`config.mk`:
```
export PLATFORM = sky130hd
export DESIGN_NAME = parking_gate_ctrl
export DESIGN_NICKNAME = d
export VERILOG_FILES = /design/src/rtl/parking_pkg.sv /design/src/rtl/parking_lane_fsm.sv /design/src/rtl/parking_gate_ctrl.sv
export SDC_FILE = /design/constraint.sdc
export NUM_CORES = 1
export LEC_CHECK = 0
export ABC_AREA = 1
export CAP_MARGIN = 20
export CORE_UTILIZATION = 50
export CTS_CLUSTER_DIAMETER = 150
export CTS_CLUSTER_SIZE = 10
export DETAILED_ROUTE_END_ITERATION = 16
export PLACE_DENSITY = 0.68
export SETUP_SLACK_MARGIN = 0.5
export SKIP_LAST_GASP = 1
export SLEW_MARGIN = 10
export SYNTH_ARGS = -nofsm -noshare
export SYNTH_HDL_FRONTEND = slang
export SYNTH_SLANG_ARGS = --single-unit
```
`constraint.sdc`:
```
create_clock -name clk -period 3.4 [get_ports clk]
set_clock_uncertainty 0.1 [all_clocks]
set_input_delay 0.51 -clock clk [delete_from_list [all_inputs] [get_ports clk]]
set_output_delay 0.51 -clock clk [all_outputs]
set_load 0.005 [all_outputs]
```
`src/rtl/parking_pkg.sv`:
```
// parking_pkg: lane state encoding, default lane timing and event widths
// shared by the parking front-end and the occupancy counter.
package parking_pkg;
  typedef enum logic [2:0] {IDLE, WAIT_ID, OPEN, PASSING, HOLD} lane_state_t;
  localparam int DEF_DEBOUNCE_CYCLES = 4;
  localparam int DEF_ID_TIMEOUT = 64;
  localparam int DEF_PASS_TIMEOUT = 256;
  localparam int EVENT_W = 1;
  localparam int CLASS_W = 1;
endpackage

```
`src/rtl/parking_lane_fsm.sv`:
```
// parking_lane_fsm: sensor conditioning, in-state timer and barrier
// sequencing for one lane; IS_ENTRY adds the space check and denial pulse.
module parking_lane_fsm
  import parking_pkg::*;
#(
  parameter bit IS_ENTRY = 1'b1,
  parameter int DEBOUNCE_CYCLES = DEF_DEBOUNCE_CYCLES,
  parameter int ID_TIMEOUT = DEF_ID_TIMEOUT,
  parameter int PASS_TIMEOUT = DEF_PASS_TIMEOUT
) (
  input  logic clk,
  input  logic start,
  input  logic arrive,
  input  logic pass,
  input  logic id_valid,
  input  logic id_uni,
  input  logic space,
  input  logic uni_space,
  output logic barrier_up,
  output logic denied,
  output logic done,
  output logic uni
);
  localparam int MAX_T = (ID_TIMEOUT > PASS_TIMEOUT) ? ID_TIMEOUT : PASS_TIMEOUT;
  localparam int TW = $clog2(MAX_T) + 1;
  localparam int CW = $clog2(DEBOUNCE_CYCLES + 1);
  lane_state_t state, state_n;
  logic [1:0] raw, s1, s2, deb;
  logic [1:0][CW-1:0] cnt;
  logic [TW-1:0] timer;
  logic grant, accept;
  assign raw = {pass, arrive};
  assign grant = !IS_ENTRY || (id_uni ? uni_space : space);
  assign accept = state == WAIT_ID && id_valid;
  assign done = state == PASSING && !deb[1] && !deb[0];
  assign barrier_up = state == OPEN || state == PASSING;
  // bit 0 is the arrive loop, bit 1 the pass loop
  always_ff @(posedge clk or negedge start)
    if (!start) begin
      s1 <= '0;
      s2 <= '0;
      deb <= '0;
      cnt <= '0;
    end else begin
      s1 <= raw;
      s2 <= s1;
      for (int i = 0; i < 2; i++)
        if (s2[i] == deb[i]) cnt[i] <= '0;
        else if (cnt[i] == CW'(DEBOUNCE_CYCLES - 1)) begin
          cnt[i] <= '0;
          deb[i] <= s2[i];
        end else cnt[i] <= cnt[i] + 1'b1;
    end
  always_comb begin
    state_n = state;
    case (state)
      IDLE:    if (deb[0]) state_n = WAIT_ID;
      WAIT_ID: if (id_valid) state_n = grant ? OPEN : HOLD;
               else if (timer >= TW'(ID_TIMEOUT)) state_n = HOLD;
      OPEN:    if (deb[1]) state_n = PASSING;
               else if (timer >= TW'(PASS_TIMEOUT)) state_n = HOLD;
      PASSING: if (done) state_n = IDLE;
      HOLD:    if (!deb[0]) state_n = IDLE;
      default: state_n = IDLE;
    endcase
  end
  always_ff @(posedge clk or negedge start)
    if (!start) begin
      state <= IDLE;
      timer <= '0;
      denied <= 1'b0;
      uni <= 1'b0;
    end else begin
      state <= state_n;
      timer <= (state_n != state) ? '0 : (timer == TW'(MAX_T)) ? timer : timer + 1'b1;
      denied <= IS_ENTRY && accept && !grant;
      uni <= accept ? id_uni : uni;
    end
endmodule

```
`src/rtl/parking_gate_ctrl.sv`:
```
// parking_gate_ctrl: entry/exit lanes plus registered car events; an exit
// completing together with an entry is deferred one cycle via a pending flag.
module parking_gate_ctrl
  import parking_pkg::*;
#(
  parameter int DEBOUNCE_CYCLES = DEF_DEBOUNCE_CYCLES,
  parameter int ID_TIMEOUT = DEF_ID_TIMEOUT,
  parameter int PASS_TIMEOUT = DEF_PASS_TIMEOUT
) (
  input  logic clk,
  input  logic start,
  input  logic ent_arrive,
  input  logic ext_arrive,
  input  logic ent_pass,
  input  logic ext_pass,
  input  logic ent_id_valid,
  input  logic ext_id_valid,
  input  logic ent_id_uni,
  input  logic ext_id_uni,
  input  logic is_vacated_space,
  input  logic uni_is_vacated_space,
  output logic ent_barrier_up,
  output logic ext_barrier_up,
  output logic ent_denied,
  output logic car_entered,
  output logic is_uni_car_entered,
  output logic car_exited,
  output logic is_uni_car_exited
);
  logic ent_done, ext_done, ent_uni, ext_uni, ent_den, ext_den;
  logic pending, pending_uni, ext_fire;
  parking_lane_fsm #(
    .IS_ENTRY(1'b1), .DEBOUNCE_CYCLES(DEBOUNCE_CYCLES),
    .ID_TIMEOUT(ID_TIMEOUT), .PASS_TIMEOUT(PASS_TIMEOUT)
  ) u_ent (
    .clk(clk), .start(start), .arrive(ent_arrive), .pass(ent_pass),
    .id_valid(ent_id_valid), .id_uni(ent_id_uni),
    .space(is_vacated_space), .uni_space(uni_is_vacated_space),
    .barrier_up(ent_barrier_up), .denied(ent_den), .done(ent_done), .uni(ent_uni)
  );
  parking_lane_fsm #(
    .IS_ENTRY(1'b0), .DEBOUNCE_CYCLES(DEBOUNCE_CYCLES),
    .ID_TIMEOUT(ID_TIMEOUT), .PASS_TIMEOUT(PASS_TIMEOUT)
  ) u_ext (
    .clk(clk), .start(start), .arrive(ext_arrive), .pass(ext_pass),
    .id_valid(ext_id_valid), .id_uni(ext_id_uni),
    .space(1'b1), .uni_space(1'b1),
    .barrier_up(ext_barrier_up), .denied(ext_den), .done(ext_done), .uni(ext_uni)
  );
  // the exit lane never denies, so its flag is constant 0
  assign ent_denied = ent_den | ext_den;
  assign ext_fire = pending | (ext_done & ~ent_done);
  always_ff @(posedge clk or negedge start)
    if (!start) begin
      car_entered <= 1'b0;
      is_uni_car_entered <= 1'b0;
      car_exited <= 1'b0;
      is_uni_car_exited <= 1'b0;
      pending <= 1'b0;
      pending_uni <= 1'b0;
    end else begin
      car_entered <= ent_done;
      is_uni_car_entered <= ent_done ? ent_uni : is_uni_car_entered;
      car_exited <= ext_fire;
      is_uni_car_exited <= ext_fire ? (pending ? pending_uni : ext_uni) : is_uni_car_exited;
      pending <= ent_done & ext_done;
      pending_uni <= (ent_done & ext_done) ? ext_uni : pending_uni;
    end
endmodule

```
## Word level (Yosys, flattened, before mapping)

Index checks and enable logic that the tools add are counted.

| storage, ports and cells | value |
|---|---|
| register bits after elaboration | 57 |
| input bits | 12 |
| output and inout bits | 7 |
| logic and storage cells | 116 |

| cells by class | value |
|---|---|
| add/sub/neg operators | 6 |
| $lt $le $gt $ge | 4 |
| equal/unequal tests | 22 |
| multiplexer cells | 31 |
| bitwise operators | 8 |
| reductions and logical operators | 20 |

Operators by type and width:

| operator | count |
|---|---|
| $mux W3 | 23 |
| $mux W9 | 4 |
| $pmux W3 S5 | 2 |
| $eq A3 B2 Y1 const B | 8 |
| $add A9 B1 Y9 const B | 2 |
| $eq A9 B9 Y1 const B | 2 |
| $ge A9 B7 Y1 const B | 2 |
| $ge A9 B9 Y1 const B | 2 |
| $add A3 B1 Y3 const B | 4 |
| $reduce_and A2 Y1 | 4 |
| $logic_and A1 B1 Y1 | 7 |
| $eq A3 B1 Y1 const B | 2 |
| $eq A3 B3 Y1 const B | 2 |
| $logic_not A3 Y1 | 2 |
| $ne A3 B3 Y1 | 2 |
| $logic_not A1 Y1 | 5 |
| $not A1 Y1 | 5 |
| $eq A1 B1 Y1 | 4 |
| $ne A2 B1 Y1 const B | 2 |
| $and A1 B1 Y1 | 2 |
| $logic_or A1 B1 Y1 | 2 |
| $mux W1 | 2 |
| $or A1 B1 Y1 | 1 |

## Logic depth before layout (Yosys ltp)

| logic depth | value |
|---|---|
| word-level depth | 7 |
| mapped depth | 10 |
| gate-level depth less buffers | 10 |

## By module

From an unflattened synthesis, not the netlist that was laid out.

| unflattened totals | value |
|---|---|
| cell total of the unflattened synthesis | 309 |
| area, all modules | 2798.9 um^2 |

By module, submodules not included:

| module | instances | cells an instance | area each (um^2) | seq. area each (um^2) |
|---|---|---|---|---|
| parking_lane_fsm (u_ent) | 1 | 149 | 1353.8 | 650.6 |
| parking_lane_fsm (u_ext) | 1 | 134 | 1211.2 | 625.6 |
| parking_gate_ctrl | 1 | 26 | 234.0 | 150.1 |

## Worst setup path before layout

Ideal clock, no wire load.

| timing | value |
|---|---|
| path type | reg-to-reg |
| from | register u_ext.timer[0] |
| to | register u_ext.timer[8] |
| setup time | 120 ps |
| arrival time | 1166 ps |
| required time | 3180 ps |
| path slack | 2014 ps |
| stages on the path, launching flop included | 7 |
| path buffers | 0 |
| clock period less this slack | 1386 ps |
| path through | dfrtp_1 > ha_1 > nand2_1 > nor3_1 > nand3_1 > xor2_1 > nor2_1 |

| between the ends | value |
|---|---|
| cells in the longest elaborated chain, start to end | 6 |
| elaborated cells between the ends (all ways) | 13 |
| classes of those cells | add/sub: 1; order compare: 2; eq/ne: 3; mux: 7 |

Ends and longest elaborated chain:

| item | RTL line | RTL |
|---|---|---|
| from (decl) | parking_lane_fsm.sv:30 | `logic [TW-1:0] timer;` |
| from (signal assigned) | parking_lane_fsm.sv:75 | `timer <= (state_n != state) ? '0 : (timer == TW'(MAX_T)) ? timer : timer + 1'b1;` |
| $ge A9 B9 Y1 or $ge A9 B7 Y1 (tied branches) | parking_lane_fsm.sv:61, parking_lane_fsm.sv:59 |  |
| $mux W3, on equally long branches | parking_lane_fsm.sv:61, parking_lane_fsm.sv:59 |  |
| $mux W3, on equally long branches | parking_lane_fsm.sv:60, parking_lane_fsm.sv:58 |  |
| $pmux W3 S5 | parking_lane_fsm.sv:56 | `case (state)` |
| $ne A3 B3 Y1 | parking_lane_fsm.sv:75 |  |
| $ne A2 B1 Y1 (no source line) or $mux W9 (tied branches) | n/a |  |

Parallel ways exist; a longest one is shown, timed or not. The select of a mux whose other input is x is not followed.
A chain may end at the register's enable or synchronous reset.

## Worst setup path after layout

| timing | value |
|---|---|
| from | register u_ent.state[1] |
| to | output ent_barrier_up |

| between the ends | value |
|---|---|
| cells in the longest elaborated chain, start to end | 2 |
| elaborated cells between the ends (all ways) | 3 |
| classes of those cells | eq/ne: 2; reduce/logical: 1 |

Ends and longest elaborated chain:

| item | RTL line | RTL |
|---|---|---|
| from (decl) | parking_lane_fsm.sv:27 | `lane_state_t state, state_n;` |
| from (signal assigned) | parking_lane_fsm.sv:74 | `state <= state_n;` |
| $eq A3 B2 Y1 | parking_lane_fsm.sv:36 | `assign barrier_up = state == OPEN \|\| state == PASSING;` |
| $logic_or A1 B1 Y1 * | parking_lane_fsm.sv:36 |  |
| to (decl) | parking_gate_ctrl.sv:22 | `output logic ent_barrier_up,` |

Mark *: on every way between the ends. The rest lies on a longest branch, timed or not.

==> flow_summary_export.csv <==
group,metric,value,unit
run_status,status,"finished clean",
power_and_ir_drop,p_comb_frac,0.333,
power_and_ir_drop,p_sw,0.847,mW
floorplanning,dieArea,5540,µm²
critical_path,regToRegStartpoint,"u_ent.state[2]",
global_routing,grt_pass1_wl,7360,µm
power_and_ir_drop,p_per_area,758,nW/µm²
global_routing,grt_max_degree,41,
global_routing,grt_pass1_vias,1757,
synth,yosysTopAreaCellShare,0.544,
placement,io_buffers,18,
synth,ys_seq_elements,57,
floorplanning,rows,26,
global_routing,overflow,0,
critical_path,cp-end-kind,"output port",
synth,synth_common_cells,"57 x dfrtp_1, 48 x nor2_1, 45 x nand2_1, 40 x inv_1, 25 x nand3_1",
floorplanning,fp.dieH,74.4,µm
sta,min_period,2150,ps
critical_path,critPathArrivalTime,1540,ps
power_and_ir_drop,peakVddDrop,0.372,mV
clock_network,clk_latency,340,ps
clock_network,cts_tree,"yes",
synth,synth_cell_types,27,
clock_network,clockRootBuffer,"clkbuf_8",
route,routedWlPerCell,10.9,µm
power_and_ir_drop,switching_share,0.363,
critical_path,cp_slowest_stage_delay,510,ps
critical_path,ff2ff_path_depth,4,
route,dr.first_iter.drc_count,83,
critical_path,crit_slowest_cell,"clkdlybuf4s50_1",
synth,synth_area_leaders,"dfrtp_1 54%, nor2_1 6.9%, nand2_1 6.4%, inv_1 5.7%, nand3_1 4.8%",
power_and_ir_drop,leakage,1.49,nW
critical_path,r2r_end,"is_uni_car_entered",
final_layout,final_cell_count_no_fill,394,
sta,whs,188,ps
synth,synthesis.area,2620,µm²
synth,syn_avg_cell_area,9.05,µm²
floorplanning,start_util,0.517,
placement,dpl.hpwl,3020,µm
floorplanning,io_pins,19,
final_layout,area_growth,17.2,%
sta,slew_viol_final,0,
synth,synth_edf_count,0,
synth,synthFlopType,"dfrtp_1",
clock_network,clkSlewWorstSetupHoldPaths,60,ps
clock_network,cts_buffer_depth,2,
sta,hold_viol_final,0,
critical_path,crit_type,"flip-flop to output port",
route,vias,1868,
clock_network,postCtsSetupRepairBufs,0,
critical_path,crit_path_max_fanout,6,
power_and_ir_drop,power_frac_seq,0.413,
power_and_ir_drop,internal_power,1.48,mW
run,max-cap-violations,0,
sta,fin_setup_tns,0,ps
sta,max-slew-margin-rel,0.418,
synth,ys_warn_count,0,
final_layout,n_fill_cell,453,
synth,ys_seq_area_frac,0.544,
sta,setup_viol,0,
clock_network,h-tree-depth,3,
final_layout,drive_above_1_share,0.0864,
final_layout,nets,339,
floorplanning,coreArea,5070,µm²
power_and_ir_drop,pwr-share-clk,0.254,
sta,rsz0062_at_grt,"no",
clock_network,cts_buffers,9,
floorplanning,die_w,74.4,µm
critical_path,crit_required,2790,ps
route,first_pass_iters,4,
route,drc,0,
global_routing,track_usage,0.184,
sta,finalCritPeriodShare,0.631,
synth,synth_top_cell_by_area,"dfrtp_1",
final_layout,n_antenna_cell,0,
synth,yosysMostFrequentCell,"dfrtp_1",
placement,routabilityCongestion,0.781,
route,finalWirelength,4290,µm
placement,dp_cells,378,
route,drtAntennaViolNets,0,
critical_path,crit_path_cell_trace,"inv_1 -> nor2_4 -> clkdlybuf4s50_1",
critical_path,r2r_slack,1840,ps
hold_path,min_path_type,"input pin to async pin",
route,viasPerCell,4.74,
sta,fmax,466,MHz
sta,tightest_slew,872,ps
clock_network,cts_sinks,57,
synth,synthCells,290,
clock_network,cts_hold_buf,0,
synth,async_reset_ff_frac,1.00,
clock_network,cts_resized,0,
critical_path,crit_path_start_kind,"flip-flop",
synth,synth_nets,310,
global_routing,grt_antenna_before_repair,0,
[flip-flops by register name (all words and copies together) (netlist names), 2 cells and up]
register and cells:
u_ent.state 3, u_ext.s2 2, u_ent.timer 9, u_ent.s2 2, u_ext.deb 2, u_ent.cnt 6
u_ext.timer 9, u_ext.state 3, u_ext.s1 2, u_ext.cnt 6, u_ent.deb 2, u_ent.s1 2
[worst max path at each step]
stage | slack (ps) | startpoint | end | depth (start not counted)
after floorplan | 2010 | u_ext.timer[0] | u_ext.timer[8] | 6
after global placement | 1510 | ent_id_valid | u_ent.timer[5] | 9
after detailed placement | 1460 | ent_id_valid | u_ent.timer[6] | 9
after CTS | 1250 | u_ent.state[1] | ent_barrier_up | 3
after global routing | 1170 | u_ent.state[1] | ent_barrier_up | 3
final | 1250 | u_ent.state[1] | ent_barrier_up | 3
[placed cells by master, fill, tap and decap left out, drive strengths merged]
cell type	n
xnor2	6
or2	1
and2	1
buf	2
nor2	51
nand4	7
nor3	10
nand3	25
o21ai	4
a21oi	10
clkdlybuf4s50	17
inv	40
nand3b	2
dfrtp	57
o31ai	1
xor2	9
nor3b	4
clkbuf	14
mux2	1
o21bai	2
clkinv	2
nand2	49
o211ai	1
ha	8
[cells by family after synthesis]
logic type,synth area share
simple gates,0.263
mux,0.00429
flops,0.544
fa+ha+maj,0.0382
xor+xnor,0.0501
compound gates,0.0396
buf+inv,0.0615
[power by group through the flow]
stage / clock network [mW] / logic (mW) / registers (mW)
floorplan: 0 / 0.600 / 0.935
global placement: 0 / 0.759 / 0.971
detailed placement: 0 / 0.775 / 0.974
finish: 0.593 / 0.776 / 0.963
CTS: 0.610 / 0.784 / 0.963
global route: 0.639 / 0.896 / 0.984
[critical path: cells and delay by family (launching register included)]
family / cells / cell delay [ps]
AND/OR/NAND/NOR: 1 / 110
flip-flops: 1 / 440
buffers and inverters: 2 / 640
[layer usage]
metal	up-vias	GRT usage	wire length [µm]
li1	983	-	-
met1	850	0.217	2060
met2	24	0.277	1960
met3	11	0.0949	191
met4	0	0.0881	76
met5	-	0	0
[cell type report]
| class | count | area (µm²) | share of cell area |
|---|---|---|---|
| Sequential cell | 57 | 1430 | 0.464 |
| Inverter | 40 | 150 | 0.0488 |
| Multi-Input combinational cell | 192 | 1040 | 0.337 |
| Clock inverter | 2 | 10.0 | 0.00325 |
| Tap cell | 70 | 87.6 | 0.0285 |
| Timing Repair Buffer | 19 | 183 | 0.0594 |
| Clock buffer | 14 | 183 | 0.0594 |
[stage by stage]
| stage | util | instance area [µm²] | setup WS [ps] | power, mW |
|---|---|---|---|---|
| 2_1_floorplan | - | 2620 | 2010 | 1.54 |
| 3_3_place_gp | 0.568 | 2880 | 1510 | 1.73 |
| 3_5_place_dp | 0.568 | 2880 | 1460 | 1.75 |
| 4_1_cts | 0.606 | 3080 | 1250 | 2.36 |
| 5_1_grt | 0.606 | 3080 | 1170 | 2.52 |
| 6_report | 0.606 | 3080 | 1250 | 2.33 |
(Power assumes the default switching activity.)
